$ cat config.mk
export PLATFORM = sky130hd
export DESIGN_NAME = melody_game_ctrl
export DESIGN_NICKNAME = d
export VERILOG_FILES = /design/src/rtl/melody_pkg.sv /design/src/rtl/melody_game_ctrl_note_match_timer.sv /design/src/rtl/melody_game_ctrl.sv
export SDC_FILE = /design/constraint.sdc
export NUM_CORES = 1
export LEC_CHECK = 0
export ABC_AREA = 0
export BUFFER_PORTS_ARGS = -buffer_cell sky130_fd_sc_hd__buf_2
export CAP_MARGIN = 10
export CORE_UTILIZATION = 25
export DETAILED_ROUTE_END_ITERATION = 8
export PLACE_DENSITY = 0.44
export SYNTH_ARGS = -nofsm -noshare
export SYNTH_HDL_FRONTEND = slang
export SYNTH_SLANG_ARGS = --single-unit
$ cat constraint.sdc
create_clock -name clk -period 5.8 [get_ports clk]
set_clock_uncertainty 0.15 [all_clocks]
set_input_delay 0.87 -clock clk [delete_from_list [all_inputs] [get_ports clk]]
set_output_delay 0.87 -clock clk [all_outputs]
set_load 0.02 [all_outputs]
$ cat src/rtl/melody_pkg.sv
// ============================================================================
// Module : melody_pkg
// Brief  : Note encodings, FSM state type and song table for melody_game_ctrl.
// Rev    : 1.0
// ============================================================================
`default_nettype none

package melody_pkg;

   localparam int NOTE_W = 12;

   // One-hot chromatic notes, MSB = C
   localparam logic [11:0] c_note_c  = 12'h800;
   localparam logic [11:0] c_note_cs = 12'h400;
   localparam logic [11:0] c_note_d  = 12'h200;
   localparam logic [11:0] c_note_ds = 12'h100;
   localparam logic [11:0] c_note_e  = 12'h080;
   localparam logic [11:0] c_note_f  = 12'h040;
   localparam logic [11:0] c_note_fs = 12'h020;
   localparam logic [11:0] c_note_g  = 12'h010;
   localparam logic [11:0] c_note_gs = 12'h008;
   localparam logic [11:0] c_note_a  = 12'h004;
   localparam logic [11:0] c_note_as = 12'h002;
   localparam logic [11:0] c_note_b  = 12'h001;

   localparam logic [11:0] c_note_db = c_note_cs;
   localparam logic [11:0] c_note_eb = c_note_ds;
   localparam logic [11:0] c_note_gb = c_note_fs;
   localparam logic [11:0] c_note_ab = c_note_gs;
   localparam logic [11:0] c_note_bb = c_note_as;

   localparam logic [11:0] c_no_note = 12'h000;

   typedef enum logic [1:0] {
      ST_IDLE    = 2'd0,
      ST_LISTEN  = 2'd1,
      ST_ADVANCE = 2'd2,
      ST_DONE    = 2'd3
   } state_t;

   localparam int SONG_MAX = 8;

   localparam logic [11:0] c_song_table [SONG_MAX] = '{
      c_note_c, c_note_d, c_note_e, c_note_f,
      c_note_g, c_note_a, c_note_b, c_note_c
   };

   function automatic logic [11:0] song_note(input logic [2:0] idx);
      return c_song_table[idx];
   endfunction

endpackage

`default_nettype wire

$ cat src/rtl/melody_game_ctrl_note_match_timer.sv
// ============================================================================
// Module : note_match_timer
// Brief  : Consecutive-match counter and per-note timeout counter.
// Rev    : 1.0
// ============================================================================
`default_nettype none

module note_match_timer #(
   parameter int HOLD_CYCLES    = 2_500_000,
   parameter int TIMEOUT_CYCLES = 100_000_000
) (
   input  logic clk,
   input  logic rst,
   input  logic clear,
   input  logic enable,
   input  logic match,
   output logic hit,
   output logic timeout
);

   localparam int MW = $clog2(HOLD_CYCLES);
   localparam int TW = $clog2(TIMEOUT_CYCLES);
   localparam logic [MW-1:0] c_match_last = MW'(HOLD_CYCLES - 1);
   localparam logic [TW-1:0] c_tmo_last   = TW'(TIMEOUT_CYCLES - 1);

   logic [MW-1:0] r_match_cnt;
   logic [TW-1:0] r_tmo_cnt;
   logic          w_match_term;
   logic          w_tmo_term;

   assign w_match_term = (r_match_cnt == c_match_last);
   assign w_tmo_term   = (r_tmo_cnt == c_tmo_last);
   assign hit          = enable && match && w_match_term;
   assign timeout      = enable && w_tmo_term;

   // Both counters stop at their terminal values instead of wrapping
   always_ff @(posedge clk) begin
      if (rst || clear) begin
         r_match_cnt <= '0;
         r_tmo_cnt   <= '0;
      end else if (enable) begin
         if (!match)
            r_match_cnt <= '0;
         else if (!w_match_term)
            r_match_cnt <= r_match_cnt + MW'(1);
         if (!w_tmo_term)
            r_tmo_cnt <= r_tmo_cnt + TW'(1);
      end
   end

endmodule

`default_nettype wire

$ cat src/rtl/melody_game_ctrl.sv
// ============================================================================
// Module : melody_game_ctrl
// Brief  : Melody-following game FSM with hit/miss scoring.
//          MELODY_GAME_LOOP_EN: wrap to the first note instead of finishing.
// Rev    : 1.0
// ============================================================================
`default_nettype none

module melody_game_ctrl
   import melody_pkg::*;
#(
   parameter int clk_mhz        = 50,
   parameter int w_note         = 12,
   parameter int song_len       = 8,
   parameter int hold_cycles    = 2_500_000,
   parameter int timeout_cycles = 100_000_000
) (
   input  logic                          clk,
   input  logic                          rst,
   input  logic                          start,
   input  logic                          stop,
   input  logic [w_note-1:0]             detected_note,
   output logic [w_note-1:0]             expected_note,
   output logic [$clog2(song_len)-1:0]   note_index,
   output logic [$clog2(song_len+1)-1:0] hit_cnt,
   output logic [$clog2(song_len+1)-1:0] miss_cnt,
   output logic                          hit_pulse,
   output logic                          miss_pulse,
   output logic                          done,
   output logic [1:0]                    state
);

   localparam int IW = $clog2(song_len);
   localparam int CW = $clog2(song_len + 1);

   state_t        r_state, w_state_nxt;
   logic [IW-1:0] r_idx, w_idx_nxt;
   logic [CW-1:0] r_hit_cnt, w_hit_nxt;
   logic [CW-1:0] r_miss_cnt, w_miss_nxt;
   logic          w_listen, w_match, w_hit, w_timeout;
   logic          w_hit_evt, w_miss_evt, w_room;
   logic [w_note-1:0] w_expected;

   assign w_listen   = (r_state == ST_LISTEN);
   assign w_expected = w_listen ? w_note'(song_note(3'(r_idx))) : '0;
   assign w_match    = (detected_note == w_expected) && (detected_note != '0);

   note_match_timer #(
      .HOLD_CYCLES    (hold_cycles),
      .TIMEOUT_CYCLES (timeout_cycles)
   ) u_timer (
      .clk     (clk),
      .rst     (rst),
      .clear   (!w_listen),
      .enable  (w_listen),
      .match   (w_match),
      .hit     (w_hit),
      .timeout (w_timeout)
   );

   // A hit beats a coincident timeout; stop and rst suppress both events
   assign w_hit_evt  = w_listen && w_hit && !stop && !rst;
   assign w_miss_evt = w_listen && w_timeout && !w_hit && !stop && !rst;
   assign w_room     = ({1'b0, r_hit_cnt} + {1'b0, r_miss_cnt}) < (CW+1)'(song_len);

   always_comb begin
      w_state_nxt = r_state;
      w_idx_nxt   = r_idx;
      w_hit_nxt   = r_hit_cnt;
      w_miss_nxt  = r_miss_cnt;
      case (r_state)
         ST_IDLE, ST_DONE: begin
            if (start) begin
               w_state_nxt = ST_LISTEN;
               w_idx_nxt   = '0;
               w_hit_nxt   = '0;
               w_miss_nxt  = '0;
            end
         end
         ST_LISTEN: begin
            if (w_hit_evt) begin
               w_state_nxt = ST_ADVANCE;
               if (w_room) w_hit_nxt = r_hit_cnt + CW'(1);
            end else if (w_miss_evt) begin
               w_state_nxt = ST_ADVANCE;
               if (w_room) w_miss_nxt = r_miss_cnt + CW'(1);
            end
         end
         ST_ADVANCE: begin
            if (r_idx < IW'(song_len - 1)) begin
               w_idx_nxt   = r_idx + IW'(1);
               w_state_nxt = ST_LISTEN;
            end else begin
`ifdef MELODY_GAME_LOOP_EN
               w_idx_nxt   = '0;
               w_hit_nxt   = '0;
               w_miss_nxt  = '0;
               w_state_nxt = ST_LISTEN;
`else
               w_state_nxt = ST_DONE;
`endif
            end
         end
         default: w_state_nxt = ST_IDLE;
      endcase
      if (stop) w_state_nxt = ST_IDLE;
   end

   always_ff @(posedge clk) begin
      if (rst) begin
         r_state    <= ST_IDLE;
         r_idx      <= '0;
         r_hit_cnt  <= '0;
         r_miss_cnt <= '0;
      end else begin
         r_state    <= w_state_nxt;
         r_idx      <= w_idx_nxt;
         r_hit_cnt  <= w_hit_nxt;
         r_miss_cnt <= w_miss_nxt;
      end
   end

   assign expected_note = w_expected;
   assign note_index    = r_idx;
   assign hit_cnt       = r_hit_cnt;
   assign miss_cnt      = r_miss_cnt;
   assign hit_pulse     = w_hit_evt;
   assign miss_pulse    = w_miss_evt;
   assign state         = r_state;
`ifdef MELODY_GAME_LOOP_EN
   assign done          = 1'b0;
`else
   assign done          = (r_state == ST_DONE);
`endif

endmodule

`default_nettype wire

# Word-level counts from Yosys, hierarchy flattened

Memories as Yosys holds them, arrays and structs flattened.
Cells that the tools add are included.

Mux-type cells: 21
Bitwise gates (word level): 2
Equality and inequality tests: 14
Add/sub/neg operators: 6
$lt $le $gt $ge: 3
Reduce and logical (&&, ||, !) cells: 28

Operator list:

| operator              | number |
|---|---|
| $mux 22               | 2 |
| $mux 12               | 3 |
| $add 27x1->27 const B | 1 |
| $eq 27x27->1 const B  | 1 |
| $mux 4                | 6 |
| $add 22x1->22 const B | 1 |
| $eq 22x22->1 const B  | 1 |
| $pmux 4 s2            | 2 |
| $ne 2x2->1 const B    | 7 |
| $eq 12x12->1          | 1 |
| $reduce_bool 12->1    | 1 |
| $logic_and 1x1->1     | 11 |
| $add 4x1->4 const B   | 2 |
| $mux 2                | 4 |
| $mux 3                | 2 |
| $pmux 2 s3            | 1 |
| $pmux 3 s2            | 1 |
| $reduce_and 2->1      | 3 |
| $add 4x4->5           | 1 |
| $lt 5x4->1 const B    | 1 |
| $reduce_and 5->1      | 1 |
| $eq 2x2->1 const B    | 2 |
| $ge 4x4->1 const B    | 1 |
| $logic_not 1->1       | 4 |
| other kinds (12)      | 14 |

Bits in registers: 62
Output and inout bits: 28
Bits in read-only memories: 96
Memories kept: 1
Word-level logic and storage cells: 81
Bits of input ports: 16

Memories:

| memory          | words | width | rd ports | clocked after memory_dff | wr ports | line             | source |
|---|---|---|---|---|---|---|---|
| (no name shown) | 8     | 12    | 1        | 0                        | 0        | melody_pkg.sv:49 | `return c_song_table[idx];` |

# Longest topological paths before layout

Gate-level depths: netlist of the first run.

Depth in word-level cells: 16
Depth in mapped cells: 11
Mapped depth without buffers: 8

# Modules after synthesis

From an unflattened synthesis of the first run, not the netlist that was laid out.

Cells, all modules: 467
Area total of the unflattened synthesis: 3811.2 um^2

By module, submodules not included:

| module           | sequential area each (um^2) | instances | area an instance (um^2) | cells each |
|---|---|---|---|---|
| note_match_timer | 980.9                       | 1         | 2553.7                  | 304 |
| melody_game_ctrl | 260.2                       | 1         | 1257.5                  | 163 |

# Least setup slack after synthesis of the first run

No wires, ideal clock.

Kind: input -> output
From: input port detected_note[3]
To: output port miss_pulse
Data required time: 4.780 ns
Path buffers: 2
Setup slack: 2.021 ns
Arrival: 2.759 ns
Stages: 7
Cell sequence: or4_4 a211oi_4 nand4b_4 o41ai_2 buf_2 buf_4 nor2_1

Cells in the longest elaborated chain, start to end: 8
Elaborated cells on any way between the ends: 9
Classes of those cells: eq/ne: 1; reduce/logical: 8

RTL lines:

| item                                               | line                                    | source |
|---|---|---|
| from (decl)                                        | melody_game_ctrl.sv:22                  | `input logic [w_note-1:0] detected_note,` |
| $eq 12x12->1 or $reduce_bool 12->1 (tied branches) | melody_game_ctrl.sv:46                  | `assign w_match = (detected_note == w_expected) && (detected_note != '0);` |
| $logic_and 1x1->1 *                                | melody_game_ctrl.sv:46                  |  |
| $logic_and 1x1->1 * (2 in a row)                   | melody_game_ctrl_note_match_timer.sv:33 | `assign hit = enable && match && w_match_term;` |
| $logic_not 1->1 *                                  | melody_game_ctrl.sv:63                  | `assign w_miss_evt = w_listen && w_timeout && !w_hit && !stop && !rst;` |
| $logic_and 1x1->1 * (3 in a row)                   | melody_game_ctrl.sv:63                  |  |
| to (decl)                                          | melody_game_ctrl.sv:28                  | `output logic miss_pulse,` |

Mark *: on every way between the ends. The rest lies on a longest branch, timed or not.

# Worst setup path in the final report of the first run

From: register r_state[1] (netlist: state[1])
To: output port miss_pulse

Cells in the longest elaborated chain, start to end: 10
Elaborated cells on any way between the ends: 12
Classes of those cells: eq/ne: 2; mux: 1; reduce/logical: 9

RTL lines:

| item                             | line                                    | source |
|---|---|---|
| from (decl)                      | melody_game_ctrl.sv:36                  | `state_t r_state, w_state_nxt;` |
| from (signal assigned)           | melody_game_ctrl.sv:116                 | `r_state <= w_state_nxt;` |
| $eq 2x1->1 *                     | melody_game_ctrl.sv:44                  | `assign w_listen = (r_state == ST_LISTEN);` |
| $mux 12                          | melody_game_ctrl.sv:45                  | `assign w_expected = w_listen ? w_note'(song_note(3'(r_idx))) : '0;` |
| $eq 12x12->1                     | melody_game_ctrl.sv:46                  |  |
| $logic_and 1x1->1                | melody_game_ctrl.sv:46                  |  |
| $logic_and 1x1->1 (2 in a row)   | melody_game_ctrl_note_match_timer.sv:33 |  |
| $logic_not 1->1                  | melody_game_ctrl.sv:63                  |  |
| $logic_and 1x1->1 * (3 in a row) | melody_game_ctrl.sv:63                  |  |

Marks and branches as above.

==> results, run 1 <==
- The count of buffers added on input and output ports is 38.
- The number of vias per cell after detailed routing is 4.97.
- After routing, the total negative slack on setup checks comes to 0 ns.
- The initial standard-cell utilization of the core is 0.258.
- The number of hold buffers added after CTS was 0.
- The count of nets left with antenna violations once routing finished came out at 0.
- The setup fix buffers added after clock tree synthesis is 0.
- The total of fill cells in the finished design is 1535.
- The proportion of layout cells with a drive suffix above 1 is 0.148.
- The cell row count is 43.
- The worst hold path terminates at miss_cnt[3]$_SDFFE_PP0P_.
- The post-synthesis async set-or-reset flop share is 0.
- The floorplan step set the die height to 122 um.
- The netlist area before placement is about 0.0036 sq mm.
- The leakage dissipation is approximately 1.5 nW.
- The first global-routing pass estimated 15.2 mm of wire.
- The signal arrival time at the worst endpoint is 3.03 ns.
- The longest clock path from root to sink contains 2 buffers.
- For this run the aggregate overflow at the end of global routing stands at 0.
- Once routing completed, OpenROAD measured the worst setup slack at 1.75 ns.
- Compared with the post-synthesis result, the final layout area differs by 18.6%.
- The CTS tree is built.
- Once placement completed, the tool counted placed cells totaling 649.
- The routed length per placed instance is 13.7 um.
- The biggest area consumer among synthesized cells is sky130_fd_sc_hd__dfxtp_1.
- The required time at the worst-slack endpoint is 4.78 ns.
- Setup repair after global routing left no endpoint under its margin.
- From left edge to right edge, the die measures 122 um.
- The die covers approximately 0.015 sq mm.
- Along the worst path, the maximum fanout reaches 28.
- The H-tree depth is 3.
- IR analysis of the VDD net gives a maximum drop of 0.000125 V.
- The post-layout total power is 1.05 mW.
- In this run the critical register-to-register path is captured at hit_cnt[3]$_SDFFE_PP0P_.
- The worst register-to-register path has a depth of 9.
- The portion of synthesized area spent on multiplexers is 0.0110.
- In this run the critical register-to-register path is launched from state[1]$_SDFFE_PP0P_.
- Of the total synthesized cell area, the portion taken by AND, OR, NAND and NOR gates is 0.328.
- After floorplanning, the core was sized to cover 0.0140 sq mm.
- The path class of the lowest-slack min-delay path is reg -> reg.
- On the critical path, the stage with the largest delay is an instance of sky130_fd_sc_hd__o21ai_0.
- The startpoint kind of the worst setup timing path is a flip-flop.
- The critical path is of the reg -> out type.
- The diode insertion count for antenna repair is 0.
- Setup violations remaining at the end of the flow were counted as 0.
- The number of sinks driven by the clock tree is 62.
- Headroom to the max-slew limit came out at 0.407.
- Of the total synthesized cell area, the portion taken by XOR and XNOR cells is 0.0797.
- After detailed routing, the number of remaining DRC violations is 0.
- Together, buffers and inverters on the worst path number 5.
- The initial antenna violation count is 0.
- The startpoint of the lowest-slack hold path is miss_cnt[3]$_SDFFE_PP0P_.
- Of the total synthesized cell area, the portion taken by full adders, half adders and majority gates is 0.0552.
- The number of iterations in the first detailed-routing pass is 4.
- The number of I/O pins is 44.
- Subtracting the final worst setup slack from the clock period gives between 4 and 5 ns.
- The count of placed standard cells in the final layout, fillers left out is 665.
- The cell count after synthesis is 444.
- The global placement routability congestion is approximately 0.75.
- Yosys mapped a number of flops with a built-in enable equal to 0.
- The number of vias after detailed routing is about 3300.
- The source-to-sink clock delay at the later pin of the worst-skew pair is 0.33 ns.
- In the post-synthesis netlist, the biggest area contributors are sky130_fd_sc_hd__dfxtp_1, sky130_fd_sc_hd__ha_1, sky130_fd_sc_hd__nor2_1.
- For this run, the total global-route usage over all layers was measured as 0.130.
- The most used flip-flop cell after synthesis is sky130_fd_sc_hd__dfxtp_1.
- The setup slack at placement is 1.94 ns.
- The portion of the post-synthesis area used by sequential elements is 0.342.
- The register bit total from synthesis is 62.
- The cell seen most often among critical-path stages is sky130_fd_sc_hd__buf_4.
- The count of distinct cell types in the synthesized netlist is 59.
- The transition time at the pin with the least slew margin is about 0.89 ns.
- The cell count of the worst hold path is 2.
- The commonest cells after synthesis are sky130_fd_sc_hd__dfxtp_1, sky130_fd_sc_hd__nor2_1, sky130_fd_sc_hd__nand2_1, sky130_fd_sc_hd__a21oi_1, sky130_fd_sc_hd__nand3_1.
- During synthesis, Yosys emitted a total of 0 warnings.
- The flow ran to the end, and the final reports show no timing, DRC or antenna violations.
- The number of nets in the layout is 512.
- The compound-cell area share of the yosys netlist is 0.137.
- By instance count, the leading cell after synthesis is sky130_fd_sc_hd__dfxtp_1.
- The largest family of logic cells by synthesized area is simple AND/OR/NAND/NOR gates.
- The portion of synthesized cell area occupied by the leading cell type is 0.342.
- The setup slack on the worst flop-to-flop path is between 2 and 3 ns.
- In the finished design, the share of the clock period the worst path needs comes to 0.698.
- The power density of the placed cells is between 200 and 250 mW/mm^2.
- The per-instance average area after synthesis is about 8.2 sq um.
- Based on the critical path, the design can be clocked at up to 247 MHz.
- After the first detailed-routing iteration, the DRC count stood at 157.
- The root buffer selected by CTS is sky130_fd_sc_hd__clkbuf_16.
- The dominant delay contributor by cell family on the critical path is buffers and inverters.
- The CTS clock-pin slew for the worst setup and hold paths is 0.05 ns.
- The total wirelength of the detailed-routed design is approximately 9 mm.
- The largest net degree at the start of global routing is 30.
- Traced cell by cell, the critical path runs through inv_1, ha_1, buf_4, clkinv_1, o21ai_0, nand4b_4, o41ai_4, buf_4, nor2_1, buf_2.
- The hold violation total from the final report came to 0.
- Once the clock tree was built, the resizer swapped 0 gates to a different size.
- The type of destination of the critical path is a primary output.
- The largest stage delay on the critical path is about 0.38 ns.
- Max-cap violations in this run came to 0.
- The number of global-route vias before repair is 3142.
- The max-slew violation total from the final report is 0.
- After legalization and detailed placement, the total HPWL measured 6.49 mm.
- Buffers inserted during clock tree synthesis total 9.
## layer usage
| layer | track usage | up-vias | share of wire |
|---|---|---|---|
| li1 | - | 1686 | - |
| met1 | 0.168 | 1551 | 0.50 |
| met2 | 0.204 | 61 | 0.44 |
| met3 | 0.0418 | 9 | 0.046 |
| met4 | 0.0389 | 0 | 0.012 |
| met5 | 0 | - | 0 |
## cell families after synthesis
group,count (synthesis)
flops,62
fa+ha+maj,16
buf+inv,38
mux,4
xor+xnor,33
compound gates,74
simple gates,216
other cells,1
## worst max-delay path by stage
stage | start | endpoint | slack (ns) | cells past startpoint
final | state[1]$_SDFFE_PP0P_ | miss_pulse | 1.75 | 10
after global routing | state[1]$_SDFFE_PP0P_ | miss_pulse | 1.50 | 10
after CTS | state[1]$_SDFFE_PP0P_ | miss_pulse | 1.70 | 10
after detailed placement | detected_note[3] | miss_pulse | 1.94 | 8
after global placement | detected_note[3] | miss_pulse | 1.96 | 8
after floorplan | detected_note[3] | miss_pulse | 2.02 | 7
## layout make-up
cell class                 instances  area, sq um  area share
multi-input combinational        348         2250       0.522
sequential                        62         1240       0.288
clock buffer                      11          253      0.0587
tap                              180          225      0.0523
timing repair buffer              41          213      0.0494
inverter                          18         67.6      0.0157
clock inverter                     5         56.3      0.0131
## worst register-to-register path, delay by kind of cell, from the launching register on
family	cells	cell delay [ns]
flops	1	0.35
buf+inv	3	0.73
fa+ha+maj	1	0.15
compound gates	3	1.10
simple gates	2	0.72
## layout by cell type, fill, tap and decap left out, drive strengths merged, types with 10 or more instances in the layout
cell / synthesis / routed
a21oi: 26 / 26
and3: 12 / 12
buf: 10 / 41
clkbuf: 10 / 11
dfxtp: 62 / 62
ha: 16 / 16
inv: 17 / 18
nand2: 34 / 34
nand3: 22 / 22
nand4: 14 / 14
nor2: 53 / 53
nor3: 15 / 15
nor4: 12 / 12
o21ai: 17 / 17
or4: 10 / 10
xnor2: 18 / 18
xor2: 15 / 15
## metrics by stage
stage               hold WS (ns)  instance area [sq um]  utilization
floorplan                  0.307                   3640            -
global placement           0.325                   4000        0.285
detailed placement         0.334                   4000        0.285
CTS                        0.342                   4300        0.307
global route               0.359                   4300        0.307
finish                     0.341                   4300        0.307
## where the power goes
part	switching (mW)	leakage (nW)	total (mW)	internal [mW]
sequential	0.00236	0.499	0.430	0.428
combinational	0.0419	0.824	0.0608	0.0188
clock	0.203	0.152	0.559	0.356
## flip-flops by register name, indices dropped and copies added (netlist names)
signal	count
hit_cnt	4
miss_cnt	4
note_index	3
state	2
u_timer.r_match_cnt	22
u_timer.r_tmo_cnt	27
No activity file was read; power rests on OpenSTA's default activity.
==> run 2, diff against run 1 <==
--- a/config.mk
+++ b/config.mk
@@ -10,7 +10,7 @@
 export CAP_MARGIN = 10
 export CORE_UTILIZATION = 25
 export DETAILED_ROUTE_END_ITERATION = 8
-export PLACE_DENSITY = 0.44
+export PLACE_DENSITY = 0.45
 export SYNTH_ARGS = -nofsm -noshare
 export SYNTH_HDL_FRONTEND = slang
 export SYNTH_SLANG_ARGS = --single-unit
==> constraint.sdc (replaced) <==
create_clock -name clk -period 3.3 [get_ports clk]
set_clock_uncertainty 0.15 [all_clocks]
set_input_delay 0.495 -clock clk [delete_from_list [all_inputs] [get_ports clk]]
set_output_delay 0.495 -clock clk [all_outputs]
set_load 0.02 [all_outputs]
==> run 2 against run 1 <==
  * Sequential share of layout area shrank 0.45 points
  * Largest cell class unchanged
  * Die area is the same
  * Clock-buffer cell count grew 2
  * Total power grew 83%
  * Register-to-register slack lost 2.1 ns
  * Cell count grew 0.90%
  * Combinational power grew 86%
  * Final area grew 1.8%
==> results, run 2 (synthesis gave the netlist of run 1 again) <==
- The total global routing track utilization is 0.130.
- The leakage dissipation is 1.52 nW.
- The path class of the lowest-slack min-delay path is in -> reg.
- The relative max-transition margin is 0.457.
- Across the VDD grid, the largest voltage drop is 0.000256 V.
- The setup fix buffers added after clock tree synthesis is 0.
- The floorplan has between 40 and 50 rows.
- The H-tree was split into 3 levels.
- The slowest stage of the critical path is the sky130_fd_sc_hd__dfxtp_1 cell.
- The number of I/O port buffers is 38.
- In the layout the commonest cells are sky130_fd_sc_hd__dfxtp_1, sky130_fd_sc_hd__nor2_1, sky130_fd_sc_hd__buf_2, sky130_fd_sc_hd__nand2_1, sky130_fd_sc_hd__a21oi_1.
- The number of global-route vias before repair is 3186.
- The routed length per placed instance is about 14 um.
- Timing would allow up to ~320 MHz.
- Setup repair after global routing left no endpoint under its margin.
- The class of the most critical setup path is reg -> out.
- The signal on the critical path passes through inv_1, ha_1, a31o_2, a211oi_4, nand4b_4, nor4_1, and3_1, buf_2.
- After floorplanning, the core was sized to cover 0.0140 sq mm.
- The largest stage delay on the critical path is 0.40 ns.
- The setup slack on the worst flop-to-flop path is around 0.42 ns.
- The signal arrival time at the worst endpoint is 2.46 ns.
- The startpoint kind of the worst setup timing path is a flip-flop.
- The worst hold path endpoint is state[0]$_SDFFE_PP0P_.
- The endpoint of the lowest-slack register-to-register path is hit_cnt[3]$_SDFFE_PP0P_.
- The cell area after placement is 0.00404 sq mm.
- The highest net fanout along the worst path is 7.
- The internal portion of the total power is around 1.5 mW.
- The root buffer cell chosen for the clock tree is sky130_fd_sc_hd__clkbuf_16.
- The startpoint identified for the worst register-to-register timing path is state[1]$_SDFFE_PP0P_.
- After routing the design area is about 0.0044 sq mm.
- The number of flip-flops under the largest register name is 27.
- The total wirelength of the detailed-routed design is 9.13 mm.
- Entering global routing, the biggest net connects 24 pins.
- TritonCTS created 9 clock buffers.
- The die is 122 um wide.
- Power spread over the standard cell area amounts to 439 mW/mm^2.
- The area of the die is 0.0150 sq mm.
- The floorplan step set the die height to ~120 um.
- The quantity of hold-fixing buffers added after cts is 0.
- The sequential fraction of design power is 0.393.
- Global routing finished with a remaining overflow of 0.
- The maximum count of clock buffers along a single path is 2.
- Clock-pin slew was measured on the worst setup and hold paths at 0.05 ns.
- TritonCTS built the clock tree.
- The number of vias per cell after detailed routing is 4.99.
- The first global-routing pass estimated between 15 and 20 mm of wire.
- The worst hold path begins at stop.
- Of the total power, the share spent switching nets is 0.215.
- For this design the top-level I/O count stands at 44.
- Detailed placement ended at an HPWL of 6.61 mm.
- The cell depth of the worst flop-to-flop path is 8.
- The area added between synthesis and finish is 20.7%.
- For the worst-skew pair, the clock arrives at the later sink with an insertion delay of 0.33 ns.
- Of the cells placed in the final design, the portion with a size suffix greater than 1 is 0.163.
- The max-slew violation total from the final report is 0.
- The cell count of the worst hold path is 2.
- The number of sinks driven by the clock tree is 62.
- The number of iterations in the first detailed-routing pass is 4.
- u_timer.r_tmo_cnt holds more flip-flops than any other register.
- The combinational cell fraction of total power is 0.059.
- The post-route DRC violation count is 0.
- For this block, the initial DRC count from the detailed router was 118.
- The global placement routability congestion is 0.790.
- The final setup violation count is 0.
- The worst setup path is captured at a primary output.
- The remaining antenna violation count after routing is 0.
- The run finished with clean final reports.
- STA puts the critical path data required time at 2.65 ns.
- The routed layout has 3348 vias.
- The design draws 1.92 mW.
- The diode insertion count for antenna repair is 0.
- The worst path needs roughly 3.1 ns of the cycle, external delays included.
- The post-route clock period utilization is 0.941.
- The largest registers in the layout are u_timer.r_tmo_cnt x27, u_timer.r_match_cnt x22.
- Across the run, the number of max-cap violations was 0.
- The initial utilization of the core area, before any placement, comes to 0.258.
- The total of cells resized after clock tree synthesis is 0.
- For the pin with the worst max-slew slack, the measured transition is 0.809 ns.
- For this design the total switching power over the nets is 0.413 mW.
- The sum of negative setup slack is 0 ns.
- The number of nets in the layout is 518.
- Of the total power, the clock network draws 0.549.
- The initial antenna violation count is 0.
- The hold violation total from the final report was 0.
- The most common cell after layout, fill and taps aside is sky130_fd_sc_hd__dfxtp_1.
[run 2: how the worst max path moves through the flow]
stage / startpoint / end
after floorplan: note_index[0]$_SDFFE_PP0P_ / miss_pulse
after global placement: detected_note[3] / u_timer.r_match_cnt[12]$_SDFFE_PP0P_
after detailed placement: detected_note[3] / u_timer.r_match_cnt[12]$_SDFFE_PP0P_
after CTS: state[0]$_SDFFE_PP0P_ / hit_pulse
after global routing: note_index[1]$_SDFFE_PP0P_ / hit_pulse
final: state[1]$_SDFFE_PP0P_ / hit_pulse
[run 2: per-stage QoR]
| stage | hold slack (ns) | setup WS (ns) | std cells | util |
|---|---|---|---|---|
| after detailed placement | 0.335 | 0.200 | 655 | 0.287 |
| after global placement | 0.327 | 0.243 | 655 | 0.287 |
| after CTS | 0.244 | 0.0608 | 671 | 0.311 |
| final | 0.250 | 0.196 | 671 | 0.312 |
| after floorplan | 0.307 | 0.211 | 448 | - |
| after global routing | 0.249 | 0.00888 | 671 | 0.312 |
[run 2: cell type report]
cell class	count	area (sq um)
fillers	1496	9660
clock inverters	3	65.1
well taps	180	225
clock buffers	13	270
inverters	18	67.6
flip-flops and latches	62	1240
multi-input cells	348	2250
repair buffers	47	258
[run 2: power groups by stage]
stage	Combinational, mW	Clock, mW	Sequential [mW]
6_report	0.113	1.06	0.756
3_3_place_gp	0.111	0	0.772
4_1_cts	0.112	1.08	0.756
3_5_place_dp	0.112	0	0.772
5_1_grt	0.125	1.11	0.756
2_1_floorplan	0.0714	0	0.774
[run 2: per-layer routing]
layer  part of all wire  global-route usage
met2               0.45               0.210
met3              0.047              0.0358
met1               0.49               0.168
met5                  0                   0
met4              0.013              0.0404
[run 2: critical path, delay by kind of cell (launching register included)]
family	cells	cell delay [ns]
flops	1	0.40
compound gates	2	0.53
buf+inv	2	0.25
fa+ha+maj	1	0.28
simple gates	3	0.67
